**config.mk**
```make
export PLATFORM = sky130hd
export DESIGN_NAME = memstream_sched_flat
export DESIGN_NICKNAME = d
export VERILOG_FILES = /design/src/rtl/memstream_sched_if.sv /design/src/rtl/memstream_sched.sv /design/src/flat_wrapper.sv
export SDC_FILE = /design/constraint.sdc
export NUM_CORES = 1
export LEC_CHECK = 0
export BUFFER_PORTS_ARGS = -buffer_cell sky130_fd_sc_hd__buf_4
export CAP_MARGIN = 5
export CORE_MARGIN = 8
export CORE_UTILIZATION = 40
export CTS_CLUSTER_DIAMETER = 30
export DETAILED_ROUTE_END_ITERATION = 12
export HOLD_SLACK_MARGIN = 0.05
export PLACE_DENSITY = 0.61
export SYNTH_ARGS = -nofsm -noshare
export SYNTH_HDL_FRONTEND = slang
export SYNTH_SLANG_ARGS = --single-unit
export TNS_END_PERCENT = 30
```
**constraint.sdc**
```tcl
create_clock -name aclk -period 8.5 [get_ports aclk]
set_input_delay 0.425 -clock aclk [delete_from_list [all_inputs] [get_ports aclk]]
set_output_delay 0.425 -clock aclk [all_outputs]
set_load 0.01 [all_outputs]
```
**src/rtl/memstream_sched_if.sv**
```systemverilog
// Control, flow-control and memory read-port signals of memstream_sched.
// The slave modport is the scheduler's view; master is the surrounding logic.
interface memstream_sched_if #(
    parameter int unsigned NSTREAMS   = 4,
    parameter int unsigned ADDR_WIDTH = 14
);
    logic                  start;
    logic                  stop;
    logic                  rewind;
    logic [NSTREAMS-1:0]   strm_afull;
    logic                  config_ce;
    logic                  mem_ce;
    logic [ADDR_WIDTH-1:0] mem_addr;
    logic                  rd_vld;
    logic [1:0]            rd_strm;
    logic                  busy;
    logic                  done;

    modport master (
        output start, stop, rewind, strm_afull, config_ce,
        input  mem_ce, mem_addr, rd_vld, rd_strm, busy, done
    );

    modport slave (
        input  start, stop, rewind, strm_afull, config_ce,
        output mem_ce, mem_addr, rd_vld, rd_strm, busy, done
    );
endinterface

```
**src/rtl/memstream_sched.sv**
```systemverilog
// Round-robin memory read scheduler for up to four address streams, each
// walking a circular window [OFFSET, OFFSET+DEPTH) with a fixed 2-cycle read latency.
module memstream_sched #(
    parameter int unsigned NSTREAMS     = 4,
    parameter int unsigned ADDR_WIDTH   = 14,
    parameter int unsigned STRM0_OFFSET = 0,
    parameter int unsigned STRM1_OFFSET = 2304,
    parameter int unsigned STRM2_OFFSET = 4608,
    parameter int unsigned STRM3_OFFSET = 6912,
    parameter int unsigned STRM0_DEPTH  = 2304,
    parameter int unsigned STRM1_DEPTH  = 2304,
    parameter int unsigned STRM2_DEPTH  = 2304,
    parameter int unsigned STRM3_DEPTH  = 2304
) (
    input logic              aclk,
    input logic              aresetn,
    memstream_sched_if.slave bus
);
    localparam int unsigned IDX_W = 2;
    localparam int unsigned CAND_W = 3;

    localparam logic [3:0][ADDR_WIDTH-1:0] OFFS = {
        ADDR_WIDTH'(STRM3_OFFSET), ADDR_WIDTH'(STRM2_OFFSET),
        ADDR_WIDTH'(STRM1_OFFSET), ADDR_WIDTH'(STRM0_OFFSET)
    };

    // Last word of each window; the pointer wraps back to OFFSET after it.
    localparam logic [3:0][ADDR_WIDTH-1:0] LAST = {
        ADDR_WIDTH'(STRM3_OFFSET + STRM3_DEPTH - 1), ADDR_WIDTH'(STRM2_OFFSET + STRM2_DEPTH - 1),
        ADDR_WIDTH'(STRM1_OFFSET + STRM1_DEPTH - 1), ADDR_WIDTH'(STRM0_OFFSET + STRM0_DEPTH - 1)
    };

    typedef enum logic [1:0] {
        S_IDLE  = 2'd0,
        S_RUN   = 2'd1,
        S_DRAIN = 2'd2
    } state_t;

    state_t                      state_q;
    state_t                      state_nxt;
    logic                        drain_exit_c;
    logic [3:0][ADDR_WIDTH-1:0]  ptr_q;
    logic [IDX_W-1:0]            last_q;
    logic [ADDR_WIDTH-1:0]       addr_q;
    logic                        vld1_q;
    logic                        vld2_q;
    logic [IDX_W-1:0]            idx1_q;
    logic [IDX_W-1:0]            idx2_q;
    logic                        done_q;
    logic [3:0]                  afull_pad;
    logic                        gnt_vld_c;
    logic [IDX_W-1:0]            gnt_idx_c;
    logic [CAND_W-1:0]           cand;

    assign afull_pad = 4'(bus.strm_afull);

    // Round-robin search starting one past the last granted stream.
    always_comb begin
        gnt_vld_c = 1'b0;
        gnt_idx_c = '0;
        cand      = '0;
        for (int k = 1; k <= int'(NSTREAMS); k++) begin
            cand = CAND_W'(last_q) + CAND_W'(k);
            if (cand >= CAND_W'(NSTREAMS)) begin
                cand = cand - CAND_W'(NSTREAMS);
            end
            if (!gnt_vld_c && (state_q == S_RUN) && !bus.config_ce && !afull_pad[cand[IDX_W-1:0]]) begin
                gnt_vld_c = 1'b1;
                gnt_idx_c = cand[IDX_W-1:0];
            end
        end
    end

    always_ff @(posedge aclk or negedge aresetn) begin
        if (!aresetn) begin
            state_q <= S_IDLE;
        end else begin
            state_q <= state_nxt;
        end
    end

    // No grant is ever made outside RUN, so an empty pipeline alone ends DRAIN.
    always_comb begin
        state_nxt    = state_q;
        drain_exit_c = 1'b0;
        case (state_q)
            S_IDLE: begin
                if (bus.start) begin
                    state_nxt = S_RUN;
                end
            end
            S_RUN: begin
                if (bus.stop) begin
                    state_nxt = S_DRAIN;
                end
            end
            S_DRAIN: begin
                if (!vld1_q && !vld2_q) begin
                    state_nxt    = S_IDLE;
                    drain_exit_c = 1'b1;
                end
            end
            default: begin
                state_nxt = S_IDLE;
            end
        endcase
    end

    always_ff @(posedge aclk or negedge aresetn) begin
        if (!aresetn) begin
            ptr_q  <= OFFS;
            last_q <= IDX_W'(NSTREAMS - 1);
            addr_q <= '0;
            vld1_q <= 1'b0;
            vld2_q <= 1'b0;
            idx1_q <= '0;
            idx2_q <= '0;
            done_q <= 1'b0;
        end else begin
            done_q <= drain_exit_c;
            vld1_q <= gnt_vld_c;
            idx1_q <= gnt_idx_c;
            vld2_q <= vld1_q;
            idx2_q <= idx1_q;
            if (gnt_vld_c) begin
                last_q <= gnt_idx_c;
                addr_q <= ptr_q[gnt_idx_c];
            end
            // Rewind wins over the increment; the grant this cycle still used the old pointer.
            if (bus.rewind) begin
                ptr_q <= OFFS;
            end else if (gnt_vld_c) begin
                if (ptr_q[gnt_idx_c] == LAST[gnt_idx_c]) begin
                    ptr_q[gnt_idx_c] <= OFFS[gnt_idx_c];
                end else begin
                    ptr_q[gnt_idx_c] <= ptr_q[gnt_idx_c] + ADDR_WIDTH'(1);
                end
            end
        end
    end

    assign bus.mem_ce   = gnt_vld_c;
    assign bus.mem_addr = gnt_vld_c ? ptr_q[gnt_idx_c] : addr_q;
    assign bus.rd_vld   = vld2_q;
    assign bus.rd_strm  = idx2_q;
    assign bus.busy     = (state_q != S_IDLE);
    assign bus.done     = done_q;
endmodule

```
**src/flat_wrapper.sv**
```systemverilog
// flat-port wrapper written by rule: the top's interface ports become plain ports
module memstream_sched_flat 
#(
    parameter int unsigned NSTREAMS     = 4,
    parameter int unsigned ADDR_WIDTH   = 14,
    parameter int unsigned STRM0_OFFSET = 0,
    parameter int unsigned STRM1_OFFSET = 2304,
    parameter int unsigned STRM2_OFFSET = 4608,
    parameter int unsigned STRM3_OFFSET = 6912,
    parameter int unsigned STRM0_DEPTH  = 2304,
    parameter int unsigned STRM1_DEPTH  = 2304,
    parameter int unsigned STRM2_DEPTH  = 2304,
    parameter int unsigned STRM3_DEPTH  = 2304
)
  (aclk, aresetn, bus_start, bus_stop, bus_rewind, bus_strm_afull, bus_config_ce, bus_mem_ce, bus_mem_addr, bus_rd_vld, bus_rd_strm, bus_busy, bus_done);
  memstream_sched_if #(.NSTREAMS(NSTREAMS), .ADDR_WIDTH(ADDR_WIDTH)) bus_i ();
  input logic aclk;
  input logic aresetn;
  input wire logic [$bits(bus_i.start)-1:0] bus_start;
  input wire logic [$bits(bus_i.stop)-1:0] bus_stop;
  input wire logic [$bits(bus_i.rewind)-1:0] bus_rewind;
  input wire logic [$bits(bus_i.strm_afull)-1:0] bus_strm_afull;
  input wire logic [$bits(bus_i.config_ce)-1:0] bus_config_ce;
  output wire logic [$bits(bus_i.mem_ce)-1:0] bus_mem_ce;
  output wire logic [$bits(bus_i.mem_addr)-1:0] bus_mem_addr;
  output wire logic [$bits(bus_i.rd_vld)-1:0] bus_rd_vld;
  output wire logic [$bits(bus_i.rd_strm)-1:0] bus_rd_strm;
  output wire logic [$bits(bus_i.busy)-1:0] bus_busy;
  output wire logic [$bits(bus_i.done)-1:0] bus_done;
  assign bus_i.start = bus_start;
  assign bus_i.stop = bus_stop;
  assign bus_i.rewind = bus_rewind;
  assign bus_i.strm_afull = bus_strm_afull;
  assign bus_i.config_ce = bus_config_ce;
  assign bus_mem_ce = bus_i.mem_ce;
  assign bus_mem_addr = bus_i.mem_addr;
  assign bus_rd_vld = bus_i.rd_vld;
  assign bus_rd_strm = bus_i.rd_strm;
  assign bus_busy = bus_i.busy;
  assign bus_done = bus_i.done;
  memstream_sched #(.NSTREAMS(NSTREAMS), .ADDR_WIDTH(ADDR_WIDTH), .STRM0_OFFSET(STRM0_OFFSET), .STRM1_OFFSET(STRM1_OFFSET), .STRM2_OFFSET(STRM2_OFFSET), .STRM3_OFFSET(STRM3_OFFSET), .STRM0_DEPTH(STRM0_DEPTH), .STRM1_DEPTH(STRM1_DEPTH), .STRM2_DEPTH(STRM2_DEPTH), .STRM3_DEPTH(STRM3_DEPTH)) u_core (.aclk(aclk), .aresetn(aresetn), .bus(bus_i));
endmodule
```
Word-level counts from Yosys, hierarchy flattened
Cells that the tools add are included.
{"block": "op_classes", "bitwise": 0, "multipliers": 0, "mux": 40, "n_shift": 0, "magnitude_cmp": 10, "reduce_logical": 27, "n_addsub": 9, "n_eq_ne": 6, "div": 0}
{"op": "$mux 56", "n": 3}
{"op": "$bwmux 56", "n": 2}
{"op": "$bmux 14 s2", "n": 3}
{"op": "$mux 14", "n": 5}
{"op": "$demux 14 s2", "n": 1}
{"op": "$mux 2", "n": 11}
{"op": "$lt 2x3->1 const B", "n": 5}
{"op": "$add 14x1->14 const B", "n": 1}
{"op": "$eq 14x14->1", "n": 1}
{"op": "$logic_and 1x1->1", "n": 13}
{"op": "$ge 3x3->1 const B", "n": 4}
{"op": "$logic_not 1->1", "n": 10}
{"op": "$mux 1", "n": 10}
{"op": "$bmux 1 s2", "n": 4}
{"op": "$sub 2x1->2 const B", "n": 4}
{"op": "$add 2x2->3 const B", "n": 2}
{"op": "$pmux 2 s3", "n": 1}
{"op": "$ne 2x2->1 const B", "n": 2}
{"op": "$reduce_bool 2->1", "n": 2}
{"op": "$add 2x1->3 const B", "n": 1}
{"op": "$add 2x3->3 const B", "n": 1}
{"op": "$reduce_and 3->1", "n": 1}
{"op": "$eq 2x1->1 const B", "n": 1}
{"op": "$eq 2x2->1 const B", "n": 1}
{"op": "other kinds (3)", "n": 3}
{"block": "totals", "latch_bits": 0, "in_bits": 10, "rom_bits": 0, "wordCells": 104, "register_bits": 81, "n_memories": 0, "mem_bits_rw": 0}

Depth between registers and ports, before layout
Gate-level depths: netlist of run 1.
{"block": "depth", "word_depth": 31, "depth_mapped": 18, "depth_no_buf": 15}

Worst setup path after synthesis of run 1
Ideal clock, no wire load.
{"block": "synth_path", "path_type": "reg-to-reg", "start": "register u_core.last_q[0]", "end": "register u_core.ptr_q[40] (netlist name)", "n_path_buf": 5, "path_stages_with_launch": 17, "synth_period_minus_slack_ns": 3.634, "t_arrival_ns": 3.553, "setup_time_ns": 0.080, "slack_ns": 4.866, "path_cell_list": "dfstp_2 > buf_2 > nor2b_1 > o21a_1 > nor2_4 > buf_6 > buf_2 > buf_1 > ha_1 > xor2_1 > nor3_1 > o21ai_1 > a21o_1 > or2_1 > buf_2 > or3_1 > o221a_2"}
{"block": "synth_between", "elab_chain_cells": 31, "word_cells_on_any_way": 68, "cone_classes": "add/sub (9); order compare (6); eq/ne (1); mux (33); reduce/logical (19)"}
{"element": "start, declared", "line_no": "memstream_sched.sv:43", "source": "logic [IDX_W-1:0] last_q;"}
{"element": "start signal, assigned", "line_no": "memstream_sched.sv:112", "source": "last_q <= IDX_W'(NSTREAMS - 1);"}
{"element": "start signal, assigned", "line_no": "memstream_sched.sv:126", "source": "last_q <= gnt_idx_c;"}
{"element": "$add 2x1->3", "line_no": "memstream_sched.sv:63", "source": "cand = CAND_W'(last_q) + CAND_W'(k);"}
{"element": "$ge 3x3->1 or $sub 2x1->2 (tied branches)", "line_no": "memstream_sched.sv:64, memstream_sched.sv:65"}
{"element": "$mux 2", "line_no": "memstream_sched.sv:64", "source": "if (cand >= CAND_W'(NSTREAMS)) begin"}
{"element": "$bmux 1 s2", "line_no": "memstream_sched.sv:67", "source": "if (!gnt_vld_c && (state_q == S_RUN) && !bus.config_ce && !afull_pad[cand[IDX_W-1:0]]) begin"}
{"element": "$mux 1 (not written as such)", "line_no": "memstream_sched.sv:67"}
{"element": "$logic_not 1->1", "line_no": "memstream_sched.sv:67"}
{"element": "$logic_and 1x1->1", "line_no": "memstream_sched.sv:67"}
{"element": "$mux 1", "line_no": "memstream_sched.sv:67"}
{"element": "[10 not listed]"}
{"element": "$logic_not 1->1", "line_no": "memstream_sched.sv:67"}
{"element": "$logic_and 1x1->1 (3 in a row)", "line_no": "memstream_sched.sv:67"}
{"element": "$mux 2 (*)", "line_no": "memstream_sched.sv:67"}
{"element": "net u_core.gnt_idx_c[1]", "line_no": "memstream_sched.sv:52", "source": "logic [IDX_W-1:0] gnt_idx_c;"}
{"element": "parallel branches: the longest is 5 deep, another holds $add 14x1->14"}
{"element": "$mux 56 (*)", "line_no": "memstream_sched.sv:133", "source": "if (ptr_q[gnt_idx_c] == LAST[gnt_idx_c]) begin"}
{"element": "$mux 56 (*)", "line_no": "memstream_sched.sv:132", "source": "end else if (gnt_vld_c) begin"}
{"element": "$mux 56 (*)", "line_no": "memstream_sched.sv:130", "source": "if (bus.rewind) begin"}
{"element": "end signal, assigned by index", "line_no": "memstream_sched.sv:134", "source": "ptr_q[gnt_idx_c] <= OFFS[gnt_idx_c];"}
{"element": "end signal, assigned by index", "line_no": "memstream_sched.sv:136", "source": "ptr_q[gnt_idx_c] <= ptr_q[gnt_idx_c] + ADDR_WIDTH'(1);"}
{"element": "end, declared", "line_no": "memstream_sched.sv:42", "source": "logic [3:0][ADDR_WIDTH-1:0] ptr_q;"}
Mark *: on every way through the listed nets, which the timed path passes. The select of a mux whose other input is x is not followed.
A chain may end at the register's enable or synchronous reset.

Worst setup path in the final report of run 1
{"block": "layout_path", "start": "register u_core.last_q[0]", "end": "register u_core.ptr_q[29] (netlist name)"}
{"block": "layout_between", "elab_chain_cells": 31, "word_cells_on_any_way": 68, "cone_classes": "add/sub (9); order compare (6); eq/ne (1); mux (33); reduce/logical (19)"}
{"element": "parallel branches: the longest is 31 deep, another holds $add 2x1->3"}
Several ways; the timed one is not identified. The select of a mux whose other input is x is not followed.

==> results.json, run 1 <==
{
  "syn_inst": 445,
  "min_path_type": "in2async",
  "crit_chain": "nor2b_1, o21a_1, nor2_4, buf_4, inv_2, nand2_1, a32o_2, inv_1, ha_1, inv_1, nor2_1, a22oi_2, a21o_1, nor2_1, nor2_1, a22o_1",
  "place_congestion": 0.913,
  "tns_ns": 0,
  "die_h_um": 121,
  "finalCritPeriodShare_pct": 58.5,
  "vias": 3602,
  "grt_pass1_vias": 3484,
  "drv_cap": 0,
  "grt_pass1_wl_um": 19300,
  "synth-seq-cells": 81,
  "die-area_um2": 14600,
  "critical_path_required_ns": 8.75,
  "synth_seq_area_share_pct": 46.5,
  "grt_max_degree": 82,
  "postPlaceCellArea_um2": 4700,
  "synth_top_area_share_pct": 40.5,
  "route.detailed.drc": 0,
  "core_area_um2": 10800,
  "clk_path_buf_depth": 2,
  "pre_cts_ws_ns": 3.59,
  "worstReg2RegStart": "u_core.last_q[0]",
  "cts_made_buffers": 9,
  "viasPerCell": 5.88,
  "worstSkewPairLatency_ns": 0.37,
  "hold_viol_final": 0,
  "synthDistinctLibCells": 72,
  "syn2layout_area_growth_pct": 11.9,
  "slew_violations": 0,
  "yosysTopAreaCell": "dfrtp_1",
  "die_x_um": 121,
  "rsz0062_at_grt": "false",
  "crit_fanout": 37,
  "utilization_pct": 45.5,
  "diodes": 0,
  "grt.overflow.total": 0,
  "power.total_mw": 1.22,
  "clock-skew-final_ns": 0.0111,
  "synth_area_leaders": "dfrtp_1 40%, a22o_1 8.6%, dfstp_2 6.0%, nand2_1 4.8%, o21ai_0 4.0%",
  "netlist_area_um2": 4390,
  "dpl.cell_count": 597,
  "wl_um": 11900,
  "critPathKind": "reg2reg",
  "ant_nets": 0,
  "first_pass_iters": 5,
  "io_buffer_count": 29,
  "synth-edff-count": 0,
  "final_area_um2": 4910,
  "crit_path_top_delay_cell": "nor2_1",
  "worstPathArrival_ns": 5.23,
  "fin_crit_ns": 4.97,
  "start_util_pct": 40.7,
  "grt_usage_pct": 16.9,
  "cts_setup_buffers": 0,
  "cts_tree": "done",
  "wl_per_cell_um": 19.4,
  "power_density_nw_per_um2": 248,
  "cts-resized-gates": 0,
  "holdWs_ns": 0.218,
  "cts_hold_buf": 0,
  "post-dp-hpwl_um": 8260,
  "instances_no_fill": 613,
  "maxSlewHeadroom_pct": 23.0,
  "initialDrtViolationCount": 434,
  "synthArstFlopShare_pct": 100,
  "end_kind": "flop",
  "layout-drive-gt1-share_pct": 17.8,
  "setup.worst_path.start": "u_core.last_q[0]",
  "cpMostUsedCell": "nor2_1",
  "nNetsFinal": 486,
  "critPathLaunchType": "flop",
  "cts_sinks": 81,
  "root_buffer": "clkbuf_8",
  "synth_ff_type": "dfrtp_1",
  "setup_viol": 0,
  "yosysWarnings": 0,
  "p_leak_nw": 2.19,
  "tightest_slew_ns": 1.16,
  "status": "complete, no violations",
  "htreeDepth": 3,
  "max_stage_delay_ns": 0.86,
  "antenna_found_initial": 0,
  "rows": 38,
  "ir_drop_uv": 110,
  "postSynthAreaPerCell_um2": 9.87,
  "io_pins": 30,
  "clk_pin_slew_ns": 0.09,
  "clock.fmax_ghz": 0.201,
  "layout_setup_ws_ns": 3.53,
  "syn_nets": 463
}
[layout make-up]
type                            count  area (um^2)
Fill cell                        1035         5880
Tap cell                          140          175
Sequential cell                    81         2040
Clock inverter                      7         86.3
Multi-Input combinational cell    331         2190
Timing Repair Buffer               34          255
Inverter                           11         43.8
Clock buffer                        9          124
[final timing paths]
| check | slack, ns | cells past startpoint | end |
|---|---|---|---|
| setup / recovery | 3.53 | 16 | u_core.ptr_q[29] |
| hold / removal | 0.22 | 1 | u_core.addr_q[4] |
| setup reg to reg | 3.53 | 16 | u_core.ptr_q[29] |
| hold reg to reg | 0.35 | 0 | u_core.bus.rd_strm[0] |
| max in group asynchronous | 7.61 | 1 | u_core.ptr_q[11] |
| min in group aclk | 0.24 | 2 | u_core.state_q[0] |
[metal layers]
metal	wire length, um	GRT usage [%]	share of wire (%)
met5	0	0	0
met4	359	7.96	3.0
met3	844	4.48	7.1
met2	4990	24.3	42
met1	5670	23.0	48
[kinds of logic after synthesis]
kind of cell | count (synthesis) | share of synthesized area (%)
simple gates | 153 | 17.8
compound gates | 147 | 24.9
flops | 81 | 46.5
buf+inv | 33 | 3.76
xor+xnor | 17 | 3.39
fa+ha+maj | 8 | 2.28
mux | 6 | 1.40
[registers in the layout (all words and copies together) (netlist names)]
name,count
u_core.addr_q,14
u_core.bus.done,1
u_core.bus.rd_strm,2
u_core.bus.rd_vld,1
u_core.idx1_q,2
u_core.last_q,2
u_core.ptr_q,56
u_core.state_q,2
u_core.vld1_q,1
[cells in the mapped netlist (2+ instances only)]
library cell	n
a211oi_1	2
a21o_1	7
a21oi_1	19
a22o_1	43
a2bb2oi_1	2
a311oi_1	3
a32o_2	2
and3_1	5
buf_1	2
buf_2	6
buf_6	4
clkbuf_1	9
dfrtp_1	71
dfstp_2	10
ha_1	8
inv_1	8
mux2i_1	5
nand2_1	56
nand2b_1	2
nand3_1	24
nor2_1	30
nor2_4	4
nor2b_1	3
nor3_1	10
o21a_1	6
o21ai_0	35
o21ai_1	2
o21bai_1	2
o22a_1	3
o31ai_1	3
or2_1	2
or4b_2	2
xnor2_1	10
xor2_1	7
[cells in the final DEF (no fill, tap or decap), drive strengths merged, types with 3 or more instances in the layout]
cell type,count
dfstp,10
dfrtp,71
a32o,3
xor2,7
nand2,56
ha,8
o21ai,37
o21a,6
nand3,24
clkbuf,9
o31ai,3
or2,4
a22o,44
o22a,3
nor2,34
a21o,7
nor3,12
xnor2,10
and3,5
nor2b,3
a311oi,3
inv,14
a21oi,20
buf,34
mux2i,5
[report_power, final]
part	total [mW]	leakage (nW)	switching, mW	internal, mW
registers	0.479	1.08	0.0395	0.439
clock network	0.300	0.104	0.158	0.142
logic	0.440	1.00	0.283	0.158
[worst max-delay path, delay by kind of cell (launching register included)]
kind,cells,cell delay [ns]
DFF,1,0.66
adders and majority gates,1,0.14
and+or+nand+nor,6,1.74
buffers and inverters,4,0.96
AOI/OAI and AO/OA,5,1.33
(Power assumes the default switching activity.)
==> inputs of run 2 (changes only) <==
--- a/config.mk
+++ b/config.mk
@@ -5,6 +5,7 @@
 export SDC_FILE = /design/constraint.sdc
 export NUM_CORES = 1
 export LEC_CHECK = 0
+export ABC_AREA = 1
 export BUFFER_PORTS_ARGS = -buffer_cell sky130_fd_sc_hd__buf_4
 export CAP_MARGIN = 5
 export CORE_MARGIN = 8
@@ -12,7 +13,7 @@
 export CTS_CLUSTER_DIAMETER = 30
 export DETAILED_ROUTE_END_ITERATION = 12
 export HOLD_SLACK_MARGIN = 0.05
-export PLACE_DENSITY = 0.61
+export PLACE_DENSITY = 0.6
 export SYNTH_ARGS = -nofsm -noshare
 export SYNTH_HDL_FRONTEND = slang
 export SYNTH_SLANG_ARGS = --single-unit
==> constraint.sdc (replaced) <==
create_clock -name aclk -period 4.68 [get_ports aclk]
set_input_delay 0.234 -clock aclk [delete_from_list [all_inputs] [get_ports aclk]]
set_output_delay 0.234 -clock aclk [all_outputs]
set_load 0.01 [all_outputs]
==> results.json, run 2 <==
{
  "clock-skew-final_ns": 0.00927,
  "ant_nets": 0,
  "largest_reg_flops": 56,
  "regToRegSetupSlack_ns": 0.66,
  "netlist_area_um2": 4950,
  "layout-drive-gt1-share_pct": 17.3,
  "route.detailed.drc": 0,
  "cts-resized-gates": 0,
  "dpl.cell_count": 841,
  "fillers": 1192,
  "synthArstFlopShare_pct": 100,
  "postSynthAreaPerCell_um2": 7.52,
  "maxSlewHeadroom_pct": 32.2,
  "vias": 4313,
  "clock.fmax_ghz": 0.249,
  "syn_inst": 658,
  "max_stage_delay_ns": 0.66,
  "finalCritPeriodShare_pct": 85.9,
  "die-area_um2": 16200,
  "fin_crit_ns": 4.02,
  "worstPathArrival_ns": 4.24,
  "grt_pass1_wl_um": 21500,
  "clk_path_buf_depth": 2,
  "seq_area_um2": 2040,
  "io_pins": 30,
  "hold_viol_final": 0,
  "place_congestion": 0.907,
  "grt_pass1_vias": 4075,
  "power_density_nw_per_um2": 755,
  "instances_no_fill": 856,
  "final_cell_mix": "201 x nand2_1, 81 x nand3_1, 78 x inv_1",
  "synth-edff-count": 0,
  "wl_per_cell_um": 15.4,
  "grt_usage_pct": 17.0,
  "largest-register": "u_core.ptr_q",
  "met1_usage_pct": 23.2,
  "critical_path_required_ns": 4.90,
  "post-dp-hpwl_um": 9430,
  "synth_top_area_share_pct": 35.9,
  "yosysTopAreaCell": "dfrtp_1",
  "cts_made_buffers": 9,
  "yosysWarnings": 0,
  "clk_pin_slew_ns": 0.06,
  "cts_setup_buffers": 0,
  "cts_hold_buf": 0,
  "crit_chain": "inv_2, nand2_1, nand2_2, nand2_2, nand2_4, nor2_4, nand2_4, nand2_1, nand2_1, nand2_1, nand2_2, nand3_1, nand2_1, inv_1, ha_1, nand2_1, nor2_2, nand2_2, inv_4, nand3_4, nand2_2, inv_1, nand2_1, o21ai_0",
  "synthDistinctLibCells": 36,
  "p_leak_nw": 2.79,
  "final_area_um2": 5540,
  "critPathLaunchType": "flop",
  "nNetsFinal": 702,
  "grt_max_degree": 82,
  "grt.overflow.total": 0,
  "htreeDepth": 3,
  "synth_most_common_cell": "nand2_1",
  "rsz0062_at_grt": "false",
  "critPathKind": "reg2reg",
  "tightest_slew_ns": 1.02,
  "gr-usage-met2_pct": 25.6,
  "worstSkewPairLatency_ns": 0.35,
  "rows": 40,
  "initialDrtViolationCount": 394,
  "cpMostUsedCell": "nand2_1",
  "setup_viol": 0,
  "drv_cap": 0,
  "utilization_pct": 46.0,
  "start_util_pct": 41.0,
  "wl_um": 13200,
  "postPlaceCellArea_um2": 5260,
  "setup.worst_path.start": "u_core.last_q[0]",
  "largestRegisters": "u_core.ptr_q (56), u_core.addr_q (14)",
  "root_buffer": "clkbuf_16",
  "min_path_type": "in2async",
  "synth_ff_type": "dfrtp_1",
  "end_kind": "flop",
  "final_common_cell": "nand2_1",
  "core_area_um2": 12100,
  "status": "complete, no violations",
  "multi_input_area_um2": 2430,
  "viasPerCell": 5.04,
  "die_x_um": 127,
  "syn2layout_area_growth_pct": 12.1,
  "reg2regPathDepth": 24,
  "synth_area_leaders": "dfrtp_1 36%, nand2_1 15%, nand3_1 8.2%, inv_1 5.9%, dfstp_2 5.3%",
  "top_usage_layer": "met2",
  "synth-seq-cells": 81,
  "crit_fanout": 23,
  "ir_drop_uv": 221,
  "io_buffer_count": 29,
  "worstReg2RegStart": "u_core.last_q[0]",
  "diodes": 0,
  "tns_ns": 0,
  "worst_r2r_endpoint": "u_core.ptr_q[7]",
  "grtUsageMet3_pct": 3.79,
  "synth_commonest_cells": "201 x nand2_1, 81 x nand3_1, 78 x inv_1",
  "first_pass_iters": 5,
  "antenna_found_initial": 0,
  "die_h_um": 127,
  "syn_nets": 676,
  "crit_path_top_delay_cell": "dfstp_2",
  "slew_violations": 0,
  "synth_seq_area_share_pct": 41.2,
  "cts_sinks": 81,
  "cts_tree": "done"
}
==> run 2: through the flow <==
step           power, mW  hold WS, ns  setup WS (ns)
4_1_cts             4.20       0.0842          0.666
5_1_grt             4.54        0.111          0.294
2_1_floorplan       2.80      -0.0616           1.62
3_5_place_dp        3.48        0.336          0.668
3_3_place_gp        3.47        0.332          0.785
6_report            4.18       0.0703          0.658
==> run 2: logic make-up after synthesis <==
group,count (synthesis),synth area share [%]
simple gates,396,38.6
fa+ha+maj,8,2.02
xor+xnor,7,1.24
compound gates,61,7.18
buf+inv,105,9.71
flops,81,41.2
==> run 2: critical path, delay by kind of cell, from the launching register on <==
family / cells / cell delay (ns)
buffers and inverters: 4 / 0.52
AO/OA/AOI/OAI: 1 / 0.08
flip-flops: 1 / 0.66
adder cells (fa/ha/maj): 1 / 0.24
AND/OR/NAND/NOR: 18 / 2.37
==> run 2: worst max-delay path by stage <==
| stage | slack, ns | cells past startpoint | endpoint |
|---|---|---|---|
| floorplan | 1.62 | 27 | u_core.ptr_q[35] |
| global placement | 0.79 | 24 | u_core.ptr_q[27] |
| detailed placement | 0.67 | 24 | u_core.ptr_q[27] |
| CTS | 0.67 | 24 | u_core.ptr_q[27] |
| global route | 0.29 | 24 | u_core.ptr_q[21] |
| finish | 0.66 | 24 | u_core.ptr_q[7] |
==> run 2: area by class of cell <==
class                      instances  area share (%)
clock inverter                     5            1.04
clock buffer                      10            4.13
tap                              168            3.79
sequential                        81            36.8
multi-input combinational        472            43.8
timing repair buffer              34            4.60
inverter                          86            5.87
==> run 2: per-layer routing <==
| metal | wire (um) | share of wire (%) | up-vias |
|---|---|---|---|
| met1 | 6420 | 49 | 2023 |
| met5 | 0 | 0 | - |
| met2 | 5800 | 44 | 118 |
| met3 | 788 | 6.0 | 19 |
| met4 | 200 | 1.5 | 0 |
| li1 | - | - | 2153 |
==> run 2: power by group <==
| part | switching (mW) | internal, mW |
|---|---|---|
| clock | 0.289 | 0.409 |
| sequential | 0.0710 | 0.867 |
| combinational | 1.77 | 0.780 |
